`src/rtl/ram_programmer.sv`:
```
// SAP-1 RAM loader: streams valid/ready bytes into RAM addresses 0..len-1.
// Optional RAM_PROG_CHECKSUM_EN adds a running mod-2**DATA_W byte sum.
module ram_programmer #(
   parameter int ADDR_W = 4,
   parameter int DATA_W = 8
) (
   input  logic              CLK,
   input  logic              CLR,
   input  logic              start,
   input  logic [ADDR_W:0]   load_len,
   input  logic              in_valid,
   input  logic [DATA_W-1:0] in_data,
   output logic              in_ready,
   output logic              ram_we,
   output logic [ADDR_W-1:0] ram_addr,
   output logic [DATA_W-1:0] ram_data,
   output logic              prog_mode,
   output logic              done
`ifdef RAM_PROG_CHECKSUM_EN
   ,
   output logic [DATA_W-1:0] checksum
`endif
);

   localparam logic [ADDR_W:0] DEPTH = (ADDR_W+1)'(2**ADDR_W);

   typedef enum logic [1:0] {
      IDLE,
      ACCEPT,
      WRITE,
      DONE
   } state_t;

   state_t            state;
   logic [ADDR_W-1:0] addr;
   logic [ADDR_W:0]   count;
   logic [ADDR_W:0]   len;
   logic [ADDR_W:0]   count_nx;
   logic [ADDR_W:0]   len_clamped;

   assign count_nx = count + (ADDR_W+1)'(1);

   // A zero or oversized length means a full image, so addr never wraps.
   assign len_clamped = (load_len == '0 || load_len > DEPTH) ?
                        DEPTH : load_len;

   always_ff @(posedge CLK) begin
      if (!CLR) begin
         state     <= IDLE;
         addr      <= '0;
         count     <= '0;
         len       <= '0;
         in_ready  <= 1'b0;
         ram_we    <= 1'b0;
         ram_addr  <= '0;
         ram_data  <= '0;
         prog_mode <= 1'b0;
         done      <= 1'b0;
`ifdef RAM_PROG_CHECKSUM_EN
         checksum  <= '0;
`endif
      end else begin
         case (state)
            IDLE, DONE: begin
               if (start) begin
                  len       <= len_clamped;
                  addr      <= '0;
                  count     <= '0;
                  done      <= 1'b0;
                  prog_mode <= 1'b1;
                  in_ready  <= 1'b1;
                  state     <= ACCEPT;
`ifdef RAM_PROG_CHECKSUM_EN
                  checksum  <= '0;
`endif
               end
            end
            ACCEPT: begin
               if (in_valid && in_ready) begin
                  ram_data <= in_data;
                  ram_addr <= addr;
                  ram_we   <= 1'b1;
                  in_ready <= 1'b0;
                  state    <= WRITE;
               end
            end
            WRITE: begin
               ram_we <= 1'b0;
               addr   <= addr + ADDR_W'(1);
               count  <= count_nx;
`ifdef RAM_PROG_CHECKSUM_EN
               checksum <= checksum + ram_data;
`endif
               if (count_nx == len) begin
                  state     <= DONE;
                  prog_mode <= 1'b0;
                  done      <= 1'b1;
               end else begin
                  state    <= ACCEPT;
                  in_ready <= 1'b1;
               end
            end
            default: state <= IDLE;
         endcase
      end
   end

endmodule

```
`config.mk`:
```
export PLATFORM = sky130hd
export DESIGN_NAME = ram_programmer
export DESIGN_NICKNAME = d
export VERILOG_FILES = /design/src/rtl/ram_programmer.sv
export SDC_FILE = /design/constraint.sdc
export NUM_CORES = 1
export LEC_CHECK = 0
export BUFFER_PORTS_ARGS = -buffer_cell sky130_fd_sc_hd__buf_2
export CORE_AREA = 2 2 77 79
export DETAILED_ROUTE_END_ITERATION = 10
export DIE_AREA = 0 0 79 81
export GPL_TIMING_DRIVEN = 0
export HOLD_SLACK_MARGIN = 0.12
export PLACE_DENSITY = 0.54
export SKIP_CTS_REPAIR_TIMING = 1
export SYNTH_ARGS = -nofsm -noshare
export SYNTH_HDL_FRONTEND = slang
export SYNTH_SLANG_ARGS = --single-unit
export TNS_END_PERCENT = 50
```
`constraint.sdc`:
```
create_clock -name CLK -period 1.77 [get_ports CLK]
set_input_delay 0.354 -clock CLK [delete_from_list [all_inputs] [get_ports CLK]]
set_output_delay 0.354 -clock CLK [all_outputs]
set_load 0.05 [all_outputs]
```
=== Word level (Yosys, flattened, before mapping) ===
Cells that the tools add are included.

* Register bits: 32
* Latch bits: 0
* RAM bits: 0
* Bits in read-only memories: 0
* Input port bits: 17
* Word-level logic and storage cells: 55
* Memories: 0

* Add/subtract/negate cells: 2
* $mul: 0
* Divide/modulo/power cells: 0
* Order comparisons: 1
* Equality and inequality tests: 8
* Shift-type cells: 0
* Mux-type cells: 20
* Bitwise operators: 0
* Reduce and logical (&&, ||, !) cells: 14

{| class="wikitable"
|+ Operators with widths
! operator !! number
|-
| $mux W5 || 2
|-
| $pmux W5 S2 || 1
|-
| $reduce_and A2 Y1 || 5
|-
| $ne A2 B2 Y1 const B || 4
|-
| $pmux W4 S2 || 1
|-
| $mux W1 || 7
|-
| $mux W2 || 3
|-
| $pmux W1 S2 || 3
|-
| $pmux W2 S3 || 1
|-
| $reduce_and A3 Y1 || 2
|-
| $add A5 B1 Y5 const B || 1
|-
| $eq A5 B5 Y1 || 1
|-
| $gt A5 B5 Y1 const B || 1
|-
| $logic_not A5 Y1 || 1
|-
| $add A4 B1 Y4 const B || 1
|-
| $eq A2 B2 Y1 const B || 2
|-
| $mux W4 || 1
|-
| $reduce_bool A2 Y1 || 2
|-
| $pmux W1 S3 || 1
|-
| $eq A2 B1 Y1 const B || 1
|-
| $logic_not A2 Y1 || 1
|-
| $reduce_or A2 Y1 || 1
|-
| $logic_and A1 B1 Y1 || 1
|-
| $logic_or A1 B1 Y1 || 1
|}

=== Longest topological paths before layout ===
Gate-level depths: netlist (run 1).

* Depth in word-level cells: 4
* Depth in mapped cells: 7
* Depth with buffers taken out: 7

=== Least setup slack after synthesis (run 1) ===
No wires, ideal clock.

* Path kind: in2reg
* Start point: input port load_len[0]
* End point: register len[0]
* Library setup time: 0.065 ns
* Data arrival time: 1.523 ns
* Required time: 1.705 ns
* Setup slack: 0.181 ns
* Stages on the path: 5
* Cell sequence: or4_1 -> ha_1 -> nor3b_1 -> a21oi_1 -> nor2b_1

* Cells in the longest elaborated chain, start to end: 3

{| class="wikitable"
|+ Ends and longest elaborated chain
! element !! line !! source
|-
| start, declared || 10 || <nowiki>input logic [ADDR_W:0] load_len,</nowiki>
|-
| $gt A5 B5 Y1 / $logic_not A5 Y1 (equally long branches) || 44 || <nowiki>assign len_clamped = (load_len == '0 || load_len > DEPTH) ?</nowiki>
|-
| $logic_or A1 B1 Y1 || 44 ||
|-
| $mux W5 * || 44 ||
|-
| end signal, assigned || 66 || <nowiki>len <= len_clamped;</nowiki>
|-
| end, declared || 37 || <nowiki>logic [ADDR_W:0] len;</nowiki>
|}

Every way passes the cells marked *; elsewhere a longest branch is shown, timed or not.
A chain may end at the register's enable or synchronous reset.

=== Worst setup path after layout (run 1) ===
* Start point: register count[0]
* End point: register in_ready

* Cells in the longest elaborated chain, start to end: 4

{| class="wikitable"
|+ Ends and longest elaborated chain
! element !! line !! source
|-
| start, declared || 36 || <nowiki>logic [ADDR_W:0] count;</nowiki>
|-
| start signal, assigned || 90 || <nowiki>count <= count_nx;</nowiki>
|-
| $add A5 B1 Y5 || 41 || <nowiki>assign count_nx = count + (ADDR_W+1)'(1);</nowiki>
|-
| $eq A5 B5 Y1 || 94 || <nowiki>if (count_nx == len) begin</nowiki>
|-
| $ne A2 B2 Y1 (no line) || n/a ||
|-
| $reduce_and A3 Y1 (no line) || n/a ||
|-
| end signal, assigned || 53 || <nowiki>in_ready <= 1'b0;</nowiki>
|-
| end signal, assigned || 71 || <nowiki>in_ready <= 1'b1;</nowiki>
|-
| end signal, assigned || 100 || <nowiki>in_ready <= 1'b1;</nowiki>
|-
| end, declared || 13 || <nowiki>output logic in_ready,</nowiki>
|}

Every way passes these cells.

==> results of run 1 <==
==> routing by layer <==
| layer | share of wire | GRT usage |
|---|---|---|
| met2 | 0.48 | 0.204 |
| met4 | 0.017 | 0.0466 |
| met5 | 0 | 0 |
| met3 | 0.038 | 0.0367 |
| met1 | 0.46 | 0.130 |
==> sequential cells by signal (all words and copies together), names as in the netlist <==
| signal | count |
|---|---|
| addr | 4 |
| count | 5 |
| done | 1 |
| in_ready | 1 |
| len | 5 |
| prog_mode | 1 |
| ram_addr | 4 |
| ram_data | 8 |
| ram_we | 1 |
| state | 2 |
==> worst min path at each step <==
stage	start	to	slack (ns)	cells after the start
final	in_data[0]	ram_data[0]$_SDFFE_PN0P_	0.31	3
after global routing	in_data[3]	ram_data[3]$_SDFFE_PN0P_	0.33	3
after CTS	in_data[0]	ram_data[0]$_SDFFE_PN0P_	0.30	3
after detailed placement	ram_data[4]$_SDFFE_PN0P_	ram_data[4]$_SDFFE_PN0P_	0.46	2
after global placement	ram_data[4]$_SDFFE_PN0P_	ram_data[4]$_SDFFE_PN0P_	0.45	2
after floorplan	addr[3]$_SDFFE_PN0P_	ram_addr[3]$_SDFFE_PN0P_	0.47	2
==> layout make-up <==
class                      count  area (µm²)
tap                           75        93.8
sequential                    32         641
multi-input combinational    133         872
clock inverter                 1        7.51
buffer                         9        55.1
inverter                       4        15.0
clock buffer                   7        86.3
timing repair buffer          32         160
fill                         617        3740
==> stage by stage <==
stage,instance area (µm²),util
floorplan,1570,-
global placement,1820,0.321
detailed placement,1820,0.321
CTS,1910,0.337
global route,1930,0.340
finish,1930,0.340
==> placed cells by master, fill, tap and decap left out, types with 4 or more instances in the layout <==
cell	Yosys	layout
a22oi_1	6	6
nor3_1	4	4
a21boi_0	14	14
a21oi_1	6	6
clkbuf_8	0	6
nand2_1	35	35
buf_2	0	32
nor3b_1	5	4
clkbuf_1	6	5
nor2b_1	13	13
ha_1	6	5
o21ai_0	6	6
inv_1	4	4
nand3_1	5	5
dfxtp_1	32	32
==> power by group <==
part           total, mW  leakage (nW)  internal (mW)  switching [mW]
clock network      0.594        0.0445          0.316           0.278
logic              0.565         0.471          0.195           0.370
registers          0.824         0.259          0.777          0.0470
total               1.98         0.774           1.29           0.694
==> worst max-delay path, stage by stage, from the launching register on <==
cell      delay (ns)
dfxtp_1         0.41
ha_1            0.30
nand4b_1        0.14
a211oi_2        0.25
o311a_4         0.26
a21boi_2        0.06
mux2i_1         0.12
==> cells by family (layout without fill, tap and decap cells) <==
kind of cell	Yosys count	count (layout)
xor gates and xnor gates	5	5
DFF	32	32
AOI/OAI and AO/OA	45	45
buffers and inverters	13	53
and+or+nand+nor	74	74
muxes	3	3
adders and majority gates	6	6
==> run summary, run 1 <==
The flow ran to the end, and the final reports show no timing, DRC or antenna violations. The total global routing track utilization is 0.116. For the final standard cell count with taps included and fillers excluded, the log shows 293. The core region is 5680 µm². At the placement stage, the worst setup path has a slack of -0.0375 ns. Portion of netlist area occupied by mux cells: 0.0192.

During placement, the flow inserted port buffers numbering 32. The chip width came out at 79 µm. The type of the worst setup path is flip-flop to flip-flop. After detailed routing, the average wire length per cell comes to 11.6 µm. The static leakage is 0.774 nW. The tools report the final hold violation count as 0.

By area the synthesized netlist is led by dfxtp_1, nand2_1, a21boi_0. For the synthesized netlist cell count, the log shows 178. At the pin with the least slew margin, the transition time is 0.449 ns. 0 antenna diodes ended up in the layout. After detailed routing, the number of vias per cell comes to 4.55. The detailed-route wire length is 3.40 mm, and the post-synthesis async set-or-reset flop share is 0.

STA classifies the critical path endpoint as a flip-flop. The global-route wire length before repair was 5.71 mm. The fraction of the mapped netlist area in simple logic gates works out to 0.237. The sequential area share after synthesis was 0.409. The startpoint identified for the worst register-to-register timing path is count[0]$_SDFFE_PN0P_. The HPWL after detailed placement is 2.46 mm. Master cell of the clock root buffer: clkbuf_8. The later-pin clock latency in the skew report was 0.29 ns.

The shortest clock period the worst path allows after layout works out to 1.65 ns. After synthesis the netlist holds a flip-flop and latch count of 32. The fraction of final layout cells sized beyond drive strength 1 came out at 0.248. The initial antenna violation count was 0. TritonCTS built the clock tree. Share of the synthesized area in the top cell type: 0.409. The clock-pin slew of the registers on the worst-case setup and hold paths was 0.07 ns. The floorplan step set the die height to 81 µm. The xor and xnor area share after synthesis came out at 0.0280.

Combinational family with the most area after synthesis: simple AND/OR/NAND/NOR gates. Synthesis instantiated 35 different standard cells from the library. Yosys mapped a number of flops with a built-in enable equal to 0. The maximum resistive drop on vdd was 0.000482 V. Setup repair after global routing could not meet its margin everywhere. The commonest cells after synthesis are nand2_1, dfxtp_1, a21boi_0.

The minimum hold slack is 0.310 ns, and the synthesis-to-layout area growth is 23.2%. For the number of H-tree levels, the log shows 2. Dividing total power by cell area gives a power density of 1030 nW/µm². The via total after detailed routing is 1,334.

Following the worst setup path forward leads to its endpoint at in_ready$_SDFFE_PN0P_. The logs give 0 for the count of unresolved DRC violations after routing and 0.117 ns for the minimum setup slack in the final design. For this block, the initial DRC count from the detailed router was 33. Clock tree synthesis found a total of 32 sinks. Setup violations remaining at the end of the flow were counted as 0.

The tool flagged a number of max-cap violations equal to 0. Summed over all layers, the global routing overflow is 0. The share of the clock period used by the worst path works out to 0.934. Once detail routing completed, the nets flagged for antenna violations numbered 0. The die covers 6400 µm². The most used flip-flop cell after synthesis is dfxtp_1. The logs give 1,248 for the via count of the first global-routing pass and 1.83 ns for the data arrival time at the worst-slack endpoint.

STA classifies the critical path startpoint as a flip-flop. The worst register-to-register path ends at in_ready$_SDFFE_PN0P_. The type of the tightest min-delay check is input pin to flip-flop. The tools report the required arrival time at the worst endpoint as 1.95 ns.

The tools report the initial core utilization as 0.276. Entering global routing, the biggest net connects 11 pins. In the final timing run, aggregate negative setup slack is 0 ns. The headroom to the max-slew limit is 0.698, and the area share of fa/ha/maj cells after synthesis is 0.0479.

The most critical setup path has its startpoint at count[0]$_SDFFE_PN0P_. The maximum fanout along the worst path came out at 6. For the cell row count, the log shows 28. Counting along the longest clock path gives a buffer depth of 2. In this run the count of I/O pins placed on the die edge is 33. Final clock skew: 0.00898 ns.

The first detailed-routing pass took 4 iterations. The logs give 0 for the total count of max-transition violations in the final report and 0.605 GHz for the highest achievable clock rate. The most area-hungry cell type in the Yosys netlist is dfxtp_1. Counting tap cells, the placed design contains a total of 285 instances. For the worst flop-to-flop path, the logic depth is 6. The count of yosys warnings during synthesis is 0. Compound-gate portion of the synthesized area: 0.216. The mean cell area of the mapped netlist is 8.80 µm², and the routability-driven placement congestion ratio is 0.744.

After the last flow step, the layout net total stands at 240. Among all cell types in the netlist, the one instantiated most often is nand2_1. The number of CTS-inserted buffers is 5.

Overall power consumption after layout is estimated at 1.98 mW. The logs give 0.12 ns for the setup slack of the worst register-to-register path and 201 for the number of nets produced by synthesis. The synthesized netlist occupies a cell area of 1570 µm².
(Power assumes the default switching activity.)
==> inputs of run 2 (changes only) <==
--- a/config.mk
+++ b/config.mk
@@ -9,9 +9,10 @@
 export CORE_AREA = 2 2 77 79
 export DETAILED_ROUTE_END_ITERATION = 10
 export DIE_AREA = 0 0 79 81
+export GPL_ROUTABILITY_DRIVEN = 0
 export GPL_TIMING_DRIVEN = 0
 export HOLD_SLACK_MARGIN = 0.12
-export PLACE_DENSITY = 0.54
+export PLACE_DENSITY_LB_ADDON = 0.05
 export SKIP_CTS_REPAIR_TIMING = 1
 export SYNTH_ARGS = -nofsm -noshare
 export SYNTH_HDL_FRONTEND = slang
==> run 2 against run 1 <==
Effect of this change: first-iteration DRC count down 36%; cell count down 0.34%; critical path depth unchanged; count of clock-buffer cells in the layout down 2; global-route usage up 1.3 points; sequential power about the same; critical path type unchanged; critical endpoint unchanged.
==> run summary, run 2 (synthesis gave the netlist of run 1 again) <==
The run finished with clean final reports. Setup violations remaining at the end of the flow were counted as 0. During I/O placement, the number of pins put on the boundary was 33. For the headroom to the max-slew limit, the log shows 0.664. In this run the number of H-tree levels came out at 2. Entering global routing, the biggest net connects 11 pins. ram_data holds more flip-flops than any other register. Measured in cells, the most critical reg-to-reg path has a length of 6. The initial core utilization was 0.276. The count of nets after finishing was 240; the clock-pin slew of the registers on the worst-case setup and hold paths was 0.07 ns. At the pin with the least slew margin, the transition time is 0.505 ns. Static leakage: 0.772 nW. In the routed design, unresolved DRC markers number 0. For the via count of the first global-routing pass, the log shows 1,381. Leaving out fill and tap cells, the most frequent cells in the layout are nand2_1, buf_2, dfxtp_1, a21boi_0, nor2b_1.

The vias per cell was 4.71. For the worst-skew pair, the clock arrives at the later sink with an insertion delay of 0.28 ns. The half-perimeter wire length after placement is 2.73 mm, and the synthesis-to-layout area growth is 23.0%.

The die covers 6400 µm². 0 antenna diodes ended up in the layout. The die is 79 µm wide. The remaining global-route overflow came out at 0.

The largest registers in the layout are ram_data: 8 flops, count: 5 flops, len: 5 flops. The minimum hold slack is 0.314 ns, and the global-route wire length before repair is 6.36 mm. At the worst endpoint, the required time is 1.98 ns. The type of the tightest min-delay check was input pin to flip-flop. The tools report the number of nets with antenna violations after detailed routing as 0. For the number of max-cap violations, the log shows 0. The maximum resistive drop on vdd is 0.000304 V. The worst hold path stage count is 3, and the via total after detailed routing is 1,376.

The core area was 5680 µm²; the initial antenna violation count was 0. The longest clock path from root to sink contains 2 buffers. Final hold violation count: 0. The total global routing track utilization is 0.129, and the share of the clock period used by the worst path is 0.917. Number of I/O port buffers: 32.

Setup repair after global routing left no endpoint under its margin. The core occupancy in the finished layout is 0.340, and the fill cell total of the finished layout is 638. The shortest clock period the worst path allows after layout is 1.62 ns, and the highest achievable clock rate is 0.616 GHz. Flip-flop count of the largest register after layout: 8. Leaving out fill and tap cells, the most frequent cell in the layout is nand2_1. The clock net in this run drives a total of 32 sinks. In the final routed layout, each cell accounts on average for 12.7 µm. STA puts the critical path data arrival time at 1.84 ns. The startpoint type of the worst setup path is a flip-flop. Of all nets on the critical path, the largest fanout is 6.

For the detailed-route wire length, the log shows 3.70 mm. Total count of max-transition violations in the final report: 0. The final clock skew is 0.00440 ns, and the die extent in y is 81 µm. The number of violations reported at the end of detailed-routing iteration 0 was 21. The first detailed-routing pass ran for 4 iterations.

CTS placed an instance of clkbuf_8 at the clock tree root. The fraction of final layout cells sized beyond drive strength 1 was 0.258. The logs give 5 for the number of CTS-inserted buffers and 28 for the cell row count. The critical path in this run is classified as flip-flop to flip-flop. TritonCTS built the clock tree.

STA classifies the critical path endpoint as a flip-flop. In this run the power density over the cells is 1010 nW/µm².
run 2: cell count changes in the layout (fill, tap and decap cells not counted):
| cell | previous run | this run |
|---|---|---|
| nor3_1 | 4 | 3 |
| clkbuf_1 | 5 | 4 |
| nor3_2 | 0 | 1 |
| clkbuf_8 | 6 | 5 |
| dfxtp_1 | 32 | 31 |
| nor2_4 | 0 | 1 |
| nor2_1 | 2 | 1 |
| clkinv_2 | 0 | 1 |
| a21boi_0 | 14 | 13 |
| a21boi_1 | 2 | 3 |
| nor3b_1 | 4 | 5 |
| nor3b_2 | 1 | 0 |
| dfxtp_2 | 0 | 1 |
run 2: metal layers:
layer	track usage	vias up	wire [µm]
met5	0	-	0
met2	0.217	35	1740
met4	0.0655	0	120
met1	0.152	637	1630
met3	0.0344	13	207
li1	-	691	-
run 2: area by class of cell:
class	instances	area (µm²)	share of cell area
flip-flops and latches	32	642	0.333
plain buffers	9	55.1	0.0286
clock inverters	2	12.5	0.00649
repair buffers	32	160	0.0831
well taps	75	93.8	0.0487
clock buffers	5	68.8	0.0357
multi-input cells	133	880	0.456
inverters	4	15.0	0.00779
run 2: path summary, 6_finish.rpt:
check | startpoint | endpoint | slack, ns
max | state[0]$_SDFFE_PN0P_ | in_ready$_SDFFE_PN0P_ | 0.15
min | in_data[4] | ram_data[4]$_SDFFE_PN0P_ | 0.31
max reg2reg | state[0]$_SDFFE_PN0P_ | in_ready$_SDFFE_PN0P_ | 0.15
min reg2reg | ram_addr[0]$_SDFFE_PN0P_ | ram_addr[0]$_SDFFE_PN0P_ | 0.46
run 2: metrics by stage:
stage | setup TNS (ns) | area, µm² | power [mW] | cells | setup slack [ns]
2_1_floorplan | 0 | 1570 | 1.25 | 178 | 0.181
3_3_place_gp | 0 | 1820 | 1.38 | 285 | 0.0181
3_5_place_dp | -0.0523 | 1820 | 1.39 | 285 | -0.0176
4_1_cts | -0.0168 | 1900 | 1.95 | 292 | -0.0168
5_1_grt | 0 | 1930 | 2.08 | 292 | 0.0165
6_report | 0 | 1930 | 1.94 | 292 | 0.146
run 2: report_power, final:
| part | internal [mW] | leakage, nW | switching, mW | total [mW] |
|---|---|---|---|---|
| registers | 0.779 | 0.260 | 0.0477 | 0.827 |
| logic | 0.197 | 0.473 | 0.380 | 0.577 |
| clock network | 0.266 | 0.0400 | 0.274 | 0.540 |
| total | 1.24 | 0.772 | 0.701 | 1.94 |
run 2: critical path: stages, from the launching register on:
cell,delay (ns)
dfxtp_2,0.36
inv_1,0.05
ha_1,0.36
and2b_2,0.29
nor2_4,0.12
a21boi_2,0.18
mux2i_1,0.20
